==> config.mk <==
export PLATFORM = sky130hd
export DESIGN_NAME = multi_rate_trigger_gen
export DESIGN_NICKNAME = d
export VERILOG_FILES = /design/src/rtl/multi_rate_trigger_gen.sv
export SDC_FILE = /design/constraint.sdc
export NUM_CORES = 1
export LEC_CHECK = 0
export ABC_CLOCK_PERIOD_IN_PS = 3800
export BUFFER_PORTS_ARGS = -buffer_cell sky130_fd_sc_hd__buf_2
export CAP_MARGIN = 40
export CORE_MARGIN = 2
export CORE_UTILIZATION = 55
export DETAILED_ROUTE_END_ITERATION = 10
export PLACE_DENSITY = 0.75
export SLEW_MARGIN = 5
export SYNTH_ARGS = -nofsm -noshare
export SYNTH_HDL_FRONTEND = slang
export SYNTH_SLANG_ARGS = --single-unit
==> constraint.sdc <==
create_clock -name CLK -period 3.8 [get_ports CLK]
set_clock_uncertainty 0.05 [all_clocks]
set_input_delay 0.38 -clock CLK [delete_from_list [all_inputs] [get_ports CLK]]
set_output_delay 0.38 -clock CLK [all_outputs]
set_load 0.02 [all_outputs]
==> src/rtl/multi_rate_trigger_gen.sv <==
// multi_rate_trigger_gen
//   Multi-channel programmable rate generator. Each channel runs a free
//   counter over a runtime-writable period and produces a registered
//   ~50% duty square wave plus a REQ/ACK packet request. A request that is
//   still pending when the next one arrives is coalesced and flagged as a
//   sticky overrun.
//   Optional feature macro: TRIG_OVR_CNT_EN adds the OVR_CNT port with a
//   saturating 8-bit overrun event counter per channel.
module multi_rate_trigger_gen #(
  parameter int NUM_CH         = 4,
  parameter int CNT_WIDTH      = 25,
  parameter int DEFAULT_PERIOD = 10000000
) (
  input  logic                   CLK,
  input  logic                   RESET,
  input  logic [NUM_CH-1:0]      EN,
  input  logic                   CFG_WE,
  input  logic [3:0]             CFG_CH,
  input  logic [CNT_WIDTH-1:0]   CFG_PERIOD,
  input  logic [NUM_CH-1:0]      ACK,
  input  logic [NUM_CH-1:0]      OVR_CLR,
  output logic [NUM_CH-1:0]      TRIG_LVL,
  output logic [NUM_CH-1:0]      REQ,
`ifdef TRIG_OVR_CNT_EN
  output logic [NUM_CH-1:0]      OVR,
  output logic [8*NUM_CH-1:0]    OVR_CNT
`else
  output logic [NUM_CH-1:0]      OVR
`endif
);

  localparam logic [CNT_WIDTH-1:0] DEF_PER = CNT_WIDTH'(DEFAULT_PERIOD);
  localparam logic [CNT_WIDTH-1:0] MIN_PER = CNT_WIDTH'(2);
  localparam logic [CNT_WIDTH-1:0] ONE     = CNT_WIDTH'(1);

  logic [CNT_WIDTH-1:0] cnt_q [NUM_CH];
  logic [CNT_WIDTH-1:0] cnt_d [NUM_CH];
  logic [CNT_WIDTH-1:0] per_q [NUM_CH];
  logic [CNT_WIDTH-1:0] per_d [NUM_CH];
  logic [NUM_CH-1:0]    trig_lvl_q, trig_lvl_d;
  logic [NUM_CH-1:0]    req_q, req_d;
  logic [NUM_CH-1:0]    ovr_q, ovr_d;
  logic [NUM_CH-1:0]    wr_s, tick_s, ovr_evt_s;
  logic [CNT_WIDTH-1:0] cfg_per_s;
`ifdef TRIG_OVR_CNT_EN
  logic [7:0]           ovr_cnt_q [NUM_CH];
  logic [7:0]           ovr_cnt_d [NUM_CH];
`endif

  // Decode config writes, wrap ticks and overrun events per channel
  always_comb begin
    // Periods below 2 cannot produce a square wave, so clamp them up
    if (CFG_PERIOD < MIN_PER) begin
      cfg_per_s = MIN_PER;
    end else begin
      cfg_per_s = CFG_PERIOD;
    end
    wr_s      = '0;
    tick_s    = '0;
    ovr_evt_s = '0;
    for (int c = 0; c < NUM_CH; c++) begin
      // CFG_CH values at or above NUM_CH never match a channel
      wr_s[c]      = CFG_WE && (CFG_CH == 4'(c));
      // A write in the wrap cycle restarts the channel and eats the tick
      tick_s[c]    = EN[c] && (cnt_q[c] == per_q[c] - ONE) && !wr_s[c];
      ovr_evt_s[c] = tick_s[c] && req_q[c] && !ACK[c];
    end
  end

  // Next-state for counters, periods, square wave, request and overrun flag
  always_comb begin
    trig_lvl_d = '0;
    req_d      = req_q;
    ovr_d      = ovr_q;
    for (int c = 0; c < NUM_CH; c++) begin
      per_d[c] = per_q[c];
      cnt_d[c] = cnt_q[c];
      if (wr_s[c]) begin
        per_d[c] = cfg_per_s;
        cnt_d[c] = '0;
      end else if (!EN[c]) begin
        cnt_d[c] = '0;
      end else if (cnt_q[c] >= per_q[c] - ONE) begin
        // >= also recovers a counter that somehow ran past its period
        cnt_d[c] = '0;
      end else begin
        cnt_d[c] = cnt_q[c] + ONE;
      end

      trig_lvl_d[c] = EN[c] && (cnt_q[c] < (per_q[c] >> 1));

      // A new tick re-arms REQ even if the old one is acked this cycle
      if (tick_s[c]) begin
        req_d[c] = 1'b1;
      end else if (ACK[c]) begin
        req_d[c] = 1'b0;
      end else begin
        req_d[c] = req_q[c];
      end

      // Setting an overrun has priority over clearing it
      if (ovr_evt_s[c]) begin
        ovr_d[c] = 1'b1;
      end else if (OVR_CLR[c]) begin
        ovr_d[c] = 1'b0;
      end else begin
        ovr_d[c] = ovr_q[c];
      end
    end
  end

`ifdef TRIG_OVR_CNT_EN
  // Saturating overrun event counters; clear together with an event gives 1
  always_comb begin
    OVR_CNT = '0;
    for (int c = 0; c < NUM_CH; c++) begin
      if (OVR_CLR[c]) begin
        ovr_cnt_d[c] = ovr_evt_s[c] ? 8'd1 : 8'd0;
      end else if (ovr_evt_s[c] && (ovr_cnt_q[c] != 8'd255)) begin
        ovr_cnt_d[c] = ovr_cnt_q[c] + 8'd1;
      end else begin
        ovr_cnt_d[c] = ovr_cnt_q[c];
      end
      OVR_CNT[8*c +: 8] = ovr_cnt_q[c];
    end
  end

  // Overrun counter registers
  always_ff @(posedge CLK) begin
    for (int c = 0; c < NUM_CH; c++) begin
      if (RESET) begin
        ovr_cnt_q[c] <= 8'd0;
      end else begin
        ovr_cnt_q[c] <= ovr_cnt_d[c];
      end
    end
  end
`endif

  // Channel state registers with synchronous reset
  always_ff @(posedge CLK) begin
    if (RESET) begin
      trig_lvl_q <= '0;
      req_q      <= '0;
      ovr_q      <= '0;
      for (int c = 0; c < NUM_CH; c++) begin
        cnt_q[c] <= '0;
        per_q[c] <= DEF_PER;
      end
    end else begin
      trig_lvl_q <= trig_lvl_d;
      req_q      <= req_d;
      ovr_q      <= ovr_d;
      for (int c = 0; c < NUM_CH; c++) begin
        cnt_q[c] <= cnt_d[c];
        per_q[c] <= per_d[c];
      end
    end
  end

  assign TRIG_LVL = trig_lvl_q;
  assign REQ      = req_q;
  assign OVR      = ovr_q;

endmodule
-- Word-level counts from Yosys, hierarchy flattened
Memory sizes are Yosys's and may differ from the RTL's.
Cells that the tools add are included.
- input port bits: 44
- output and inout bits: 12
- flip-flop bits (word level): 12
- memories: 2
- memory bits (writable): 200
- $lt $le $gt $ge: 9
- equality and inequality tests: 7
- muxes and demuxes: 44
- bitwise logic cells: 8
- add/sub/neg operators: 8
- reduce and logical (&&, ||, !) cells: 41
- memories (name ; depth ; width ; rd ports ; clocked after memory_dff ; wr ports ; RTL line ; text):
    cnt_q ; 4 ; 25 ; 4 ; 0 ; 4 ; 36 ; logic [CNT_WIDTH-1:0] cnt_q [NUM_CH];
    per_q ; 4 ; 25 ; 4 ; 0 ; 4 ; 38 ; logic [CNT_WIDTH-1:0] per_q [NUM_CH];
- operators with widths (operator ; count):
    $mux W25 ; 25
    $add A25 B1 Y25 const B ; 4
    $eq A25 B25 Y1 ; 4
    $ge A25 B25 Y1 ; 4
    $lt A25 B24 Y1 ; 4
    $sub A25 B1 Y25 const B ; 4
    $lt A25 B2 Y1 const B ; 1
    $logic_and A1 B1 Y1 ; 24
    $mux W1 ; 19
    $reduce_bool A2 Y1 ; 8
    $eq A4 B2 Y1 const B ; 2
    $logic_not A1 Y1 ; 8
    $or A1 B1 Y1 ; 8
    $eq A4 B1 Y1 const B ; 1
    $logic_not A4 Y1 ; 1

-- Longest topological paths before layout
Gate-level depths: netlist of run 1.
- depth after elaboration: 7
- gate-level depth with buffers: 14
- depth with buffers taken out: 13

-- Worst setup path after synthesis of run 1
No wires, ideal clock.
- path type: flip-flop to flip-flop
- from: memory per_q[2][0]
- to: memory cnt_q[2][10]
- arrival: 3.346 ns
- period minus slack after synthesis: 3.528 ns
- stages on the path, launching flop included: 14
- data required time: 3.618 ns
- slack: 0.272 ns
- cells stage by stage: dfxtp_1 -> inv_1 -> ha_1 -> or4b_4 -> nand2b_4 -> or3_4 -> nor4_4 -> xnor2_1 -> ha_1 -> nand4_1 -> nor4_1 -> o41a_1 -> clkbuf_1 -> nor3_1
- RTL lines (element ; RTL line):
    start, declared ; 38
    end, declared ; 36

==> flow_summary_export.csv, run 1 <==
group,metric,value,unit
pwr,vdd_drop_max,0.000328,V
yosys,syn_inst,1756,
floorplanning,dieArea,27400,um^2
yosys,ys_seq_area_share,29.6,%
finish,fin_cells,2166,
clocking,cts_tree,"built",
hold_path,min_path_type,"in2reg",
floorplanning,die_w,166,um
finish,final_util,61.7,%
floorplanning,die_h,166,um
clocking,hold_buffers,0,
timing,fin_crit,3590,ps
finish,nets,2058,
job,drv_cap,0,
yosys,yosysUniqueCellTypes,59,
floorplanning,start_util,55.6,%
run_status,outcome,"completed",
floorplanning,row_count,59,
timing,setup_ws,212,ps
finish,drive_gt1_share,8.79,%
timing,rsz0062_at_grt,"no",
timing,fin_crit_sh,94.4,%
floorplanning,coreArea,25800,um^2
route,first_pass_iters,5,
worst_setup_path,path_class,"reg2reg",
yosys,synth_top_area_share,29.6,%
global_routing,gr-usage-all-layers,26.3,%
yosys,yosys_warnings,0,
clocking,max-clock-path-buffers,3,
yosys,yosysMostFrequentCell,"dfxtp_1",
yosys,synth-edff-count,0,
clocking,cts_htree_levels,1,
global_routing,grt_pass1_vias,12400,
yosys,synth_top_area_cell,"dfxtp_1",
worst_setup_path,cp-end-kind,"flip-flop",
route,initialDrtViolationCount,888,
timing,setup_viol,0,
yosys,avgSynthCellArea,8.17,um^2
finish,n_fill_cell,2313,
global_routing,grt_pass1_wl,59100,um
timing,relSlewSlack,37.7,%
route,route.detailed.drc,0,
route,postRouteAntennaNets,0,
place,placed_area,15100,um^2
yosys,synth_commonest_cells,"212 x dfxtp_1, 210 x nand2_1, 200 x ha_1",
yosys,synth.area.top_cells,"dfxtp_1 30%, ha_1 17%, xnor2_1 7.4%, nand2_1 5.5%, a21oi_1 4.6%",
yosys,async_flop_share,0,%
timing,tightest_slew,921,ps
global_routing,grt_max_degree,46,
timing,hold_ws,85.0,ps
place,pre_cts_slack,161,ps
place,place.gp.congestion,0.876,
yosys,synth_area,14400,um^2
clocking,numCtsBuffers,24,
route,drt-total-wl,35800,um
finish,area_growth,11.0,%
yosys,synth_ff_type,"dfxtp_1",
route,routedWlPerCell,16.5,um
worst_setup_path,critPathArrivalTime,3980,ps
yosys,syn-num-nets,2000,
route,vias,12700,
place,dp_cells,2121,
floorplanning,ioPinCount,56,
clocking,clkSinkCount,212,
timing,fmax,279,MHz
worst_setup_path,critPathRequiredTime,4200,ps
yosys,ys_ff_latch,212,
pwr,finalPower,5.01,mW
clocking,clk_pin_slew,60,ps
pwr,powerDensity,314,nW/um^2
place,hpwl,27300,um
finish,diodes,0,
clocking,clkLatencyLatePin,530,ps
hold_path,hold_depth,3,
finish,final_design_area_no_fill,15900,um^2
timing,final_hold_viol_count,0,
worst_setup_path,cp_max_fo,20,
place,numPortBuffers,55,
pwr,p_leak,6.32,nW
timing,drv_slew,0,
worst_setup_path,r2r_cells,14,
global_routing,grt_overflow,0,
worst_setup_path,cp-start-kind,"flip-flop",
route,routed_via_density,5.86,
clocking,cts_root_buf,"clkbuf_16",
global_routing,antenna_found_initial,0,
timing,setup-tns-final,0,ps
-- flip-flops by register name, indices dropped and copies added (netlist names) --
signal and cells:
OVR 4, TRIG_LVL 4, cnt_q 100, REQ 4
per_q 100
-- worst max-delay path, cell delays in order (launching register included) --
cell	delay (ps)
dfxtp_1	320
inv_1	100
ha_1	220
or4b_4	500
nand2b_4	180
or3_4	420
nor4_4	150
xnor2_1	150
ha_1	270
nand4_1	210
nor3_1	90
a22oi_1	210
o211ai_2	200
buf_8	220
nor3_1	200
-- power by group --
group | internal [mW] | total (mW) | leakage (nW) | switching [mW]
logic | 0.121 | 0.333 | 4.20 | 0.212
registers | 2.25 | 2.27 | 1.71 | 0.0282
clock network | 1.47 | 2.40 | 0.404 | 0.932
-- cell usage in the layout (no fill, tap or decap), drive strengths merged, types with 6 or more instances in the layout --
cell | synthesis | routed
dfxtp | 212 | 212
nand2 | 212 | 212
ha | 200 | 200
nor2 | 157 | 157
a21oi | 132 | 132
inv | 129 | 129
xnor2 | 122 | 122
nor3 | 95 | 95
buf | 13 | 80
nand3 | 72 | 72
nand4 | 57 | 57
xor2 | 56 | 56
nor4 | 37 | 37
clkbuf | 35 | 36
a211o | 32 | 32
o21ai | 29 | 29
a21o | 19 | 19
and3 | 17 | 17
nand2b | 13 | 13
a211oi | 11 | 11
and4 | 10 | 10
a2111oi | 10 | 10
or4 | 9 | 9
nor3b | 7 | 7
nor2b | 7 | 7
o211ai | 7 | 7
and2 | 6 | 6
or3 | 6 | 6
-- worst paths after layout --
| path | start | to | slack (ps) |
|---|---|---|---|
| min | OVR_CLR[0] | OVR[0] | 90 |
| max | per_q[2][0] | cnt_q[2][2] | 210 |
| max reg2reg | per_q[2][0] | cnt_q[2][2] | 210 |
| min reg2reg | per_q[1][21] | per_q[1][21] | 410 |
-- timing repair --
item | in CTS | in global routing
gates resized for setup | 0 | 5
setup buffers | 0 | 2
endpoints found under the setup margin | 0 | 79
-- per-layer routing --
| metal | up-vias | GRT usage (%) | wire length, um |
|---|---|---|---|
| met5 | - | 1.33 | 44 |
| met4 | 2 | 6.86 | 850 |
| met3 | 70 | 5.04 | 2080 |
| met2 | 309 | 47.0 | 17400 |
| met1 | 5995 | 32.1 | 15500 |
| li1 | 6315 | - | - |
-- cell type report --
| class | instances | area, um^2 | area share [%] |
|---|---|---|---|
| flip-flops and latches | 212 | 4240 | 26.6 |
| multi-input cells | 1367 | 9460 | 59.4 |
| repair buffers | 80 | 495 | 3.11 |
| clock inverters | 7 | 97.6 | 0.612 |
| clock buffers | 36 | 737 | 4.62 |
| inverters | 129 | 484 | 3.04 |
| well taps | 335 | 419 | 2.63 |
-- kinds of logic after synthesis --
| logic type | synth area share, % |
|---|---|
| flip-flops | 29.6 |
| AO/OA/AOI/OAI | 12.0 |
| buffers and inverters | 4.74 |
| adder cells (fa/ha/maj) | 17.4 |
| XOR/XNOR | 10.9 |
| AND/OR/NAND/NOR | 25.4 |
Power figures use the tool's default switching activity.
==> run 2, diff against run 1 <==
- BUFFER_PORTS_ARGS: -buffer_cell sky130_fd_sc_hd__buf_2 -> unset
- DONT_BUFFER_PORTS: unset -> 1
- PLACE_DENSITY: 0.75 -> 0.73
==> run 2 against run 1 <==
Fmax grew 1.4%. Sequential power is essentially flat. First-iteration DRC count shrank 6.4%. Clock power shrank 6%. Via count shrank 0.35%. Flip-flop and latch count is the same. Global-route usage grew 1.0 points. Sequential share of layout area grew 0.092 points. Worst setup slack gained 49 ps. Routed wire length grew 4.2%. Total power shrank 3.1%. Critical path type unchanged.
==> flow_summary_export.csv, run 2 (same netlist as run 1, synthesis figures left out) <==
group,metric,value,unit
route,vias,12600,
worst_setup_path,critPathRequiredTime,4140,ps
timing,final_hold_viol_count,0,
finish,layout_common_cells,"212 x dfxtp_1, 210 x nand2_1, 200 x ha_1",
worst_setup_path,cp-start-kind,"flip-flop",
route,first_pass_iters,5,
worst_setup_path,cp-end-kind,"flip-flop",
clocking,cts_tree,"built",
floorplanning,die_h,166,um
finish,drive_gt1_share,5.45,%
worst_setup_path,path_class,"reg2reg",
pwr,swShare,23.5,%
worst_setup_path,cp_max_fo,25,
floorplanning,dieArea,27400,um^2
timing,rsz0062_at_grt,"no",
timing,tightest_slew,912,ps
place,placed_area,14800,um^2
route,routedWlPerCell,17.5,um
timing,relSlewSlack,38.7,%
floorplanning,ioPinCount,56,
finish,final_common_cell,"dfxtp_1",
pwr,pwr-share-seq,46.9,%
pwr,p_leak,6.19,nW
pwr,power.switching,1.14,mW
global_routing,grt_pass1_wl,59800,um
floorplanning,coreArea,25800,um^2
worst_setup_path,reg2reg_slack,260,ps
clocking,clkSinkCount,212,
place,hpwl,26400,um
floorplanning,start_util,55.6,%
job,drv_cap,0,
floorplanning,die_w,166,um
timing,setup-tns-final,0,ps
route,route.detailed.drc,0,
timing,fmax,283,MHz
hold_path,min_path_type,"in2reg",
finish,n_fill_cell,2277,
pwr,power_frac_comb,6.5,%
timing,fin_crit,3540,ps
pwr,p_clk_share,46.6,%
place,dp_cells,2063,
finish,nets,2028,
route,drt-total-wl,37400,um
route,initialDrtViolationCount,831,
clocking,clk_pin_slew,60,ps
pwr,finalPower,4.86,mW
clocking,cts_htree_levels,1,
clocking,numCtsBuffers,23,
global_routing,gr-usage-all-layers,27.3,%
clocking,max-clock-path-buffers,3,
timing,setup_viol,0,
run_status,outcome,"completed",
route,postRouteAntennaNets,0,
worst_setup_path,critPathArrivalTime,3880,ps
clocking,cts_root_buf,"clkbuf_16",
place,place.gp.congestion,0.892,
timing,fin_crit_sh,93.1,%
pwr,powerDensity,306,nW/um^2
floorplanning,row_count,59,
clocking,clkLatencyLatePin,520,ps
global_routing,antenna_found_initial,5,
pwr,vdd_drop_max,0.000362,V
finish,fin_cells,2140,
global_routing,grt_overflow,0,
finish,area_growth,10.7,%
place,numPortBuffers,0,
global_routing,grt_pass1_vias,12000,
finish,top_regs,"cnt_q x100, per_q x100",
timing,drv_slew,0,
global_routing,grt_max_degree,109,
pwr,p_int,3.71,mW
finish,final_design_area_no_fill,15900,um^2
route,routed_via_density,5.91,
run 2: changes by cell type in the layout (fill, tap and decap cells not counted), moves of 6 or more:
cell           change
dlygate4sd3_1     +28
buf_4              -6
buf_2             -53
diode_2            +6
run 2: cell type report:
cell class | count | area (um^2) | share of cell area [%]
tap | 335 | 419 | 2.64
multi-input combinational | 1367 | 9460 | 59.6
timing repair buffer | 51 | 509 | 3.21
antenna | 6 | 15.0 | 0.0945
inverter | 129 | 484 | 3.05
clock inverter | 6 | 82.6 | 0.520
sequential | 212 | 4240 | 26.7
clock buffer | 34 | 667 | 4.20
run 2: worst max-delay path, cell delays in order (launching register included):
cell     delay (ps)
dfxtp_1         360
nor4_4          480
nand3_2         210
or4_4           500
nor4_4          170
xnor2_1         110
ha_1            300
nand4_1         160
nor4_1          520
o41a_1          290
buf_12          180
nor3_1           80
run 2: final timing paths:
| kind | endpoint | depth (start not counted) | from |
|---|---|---|---|
| hold / removal | OVR[1] | 3 | OVR_CLR[1] |
| setup / recovery | cnt_q[3][8] | 11 | per_q[3][2] |
| hold reg to reg | per_q[3][13] | 2 | per_q[3][13] |
| setup reg to reg | cnt_q[3][8] | 11 | per_q[3][2] |
run 2: per-layer routing:
metal / track usage [%] / share of wire (%)
met1: 33.8 / 42
met2: 46.9 / 47
met3: 6.79 / 8.3
met4: 7.41 / 2.6
met5: 0 / 0.035
run 2: what timing repair did:
action / CTS / global route
hold endpoints to repair: 108 / 0
buffers inserted: 0 / 2
endpoints found under the setup margin: 0 / 51
hold buffers: 29 / 0
resized for setup: 0 / 5
run 2: power by group through the flow:
stage               clock network (mW)  logic [mW]  registers, mW
global placement                     0       0.223           2.32
floorplan                            0       0.198           2.32
finish                            2.26       0.316           2.28
global route                      2.38       0.349           2.28
detailed placement                   0       0.233           2.33
CTS                               2.30       0.307           2.28
run 2: stage by stage:
stage               utilization [%]  setup slack, ps  hold slack (ps)
detailed placement             57.1              127              392
global placement               57.0              184              389
global route                   61.4             14.1             28.5
CTS                            61.2              123             1.47
finish                         61.5              261             4.60
floorplan                         -              272              386
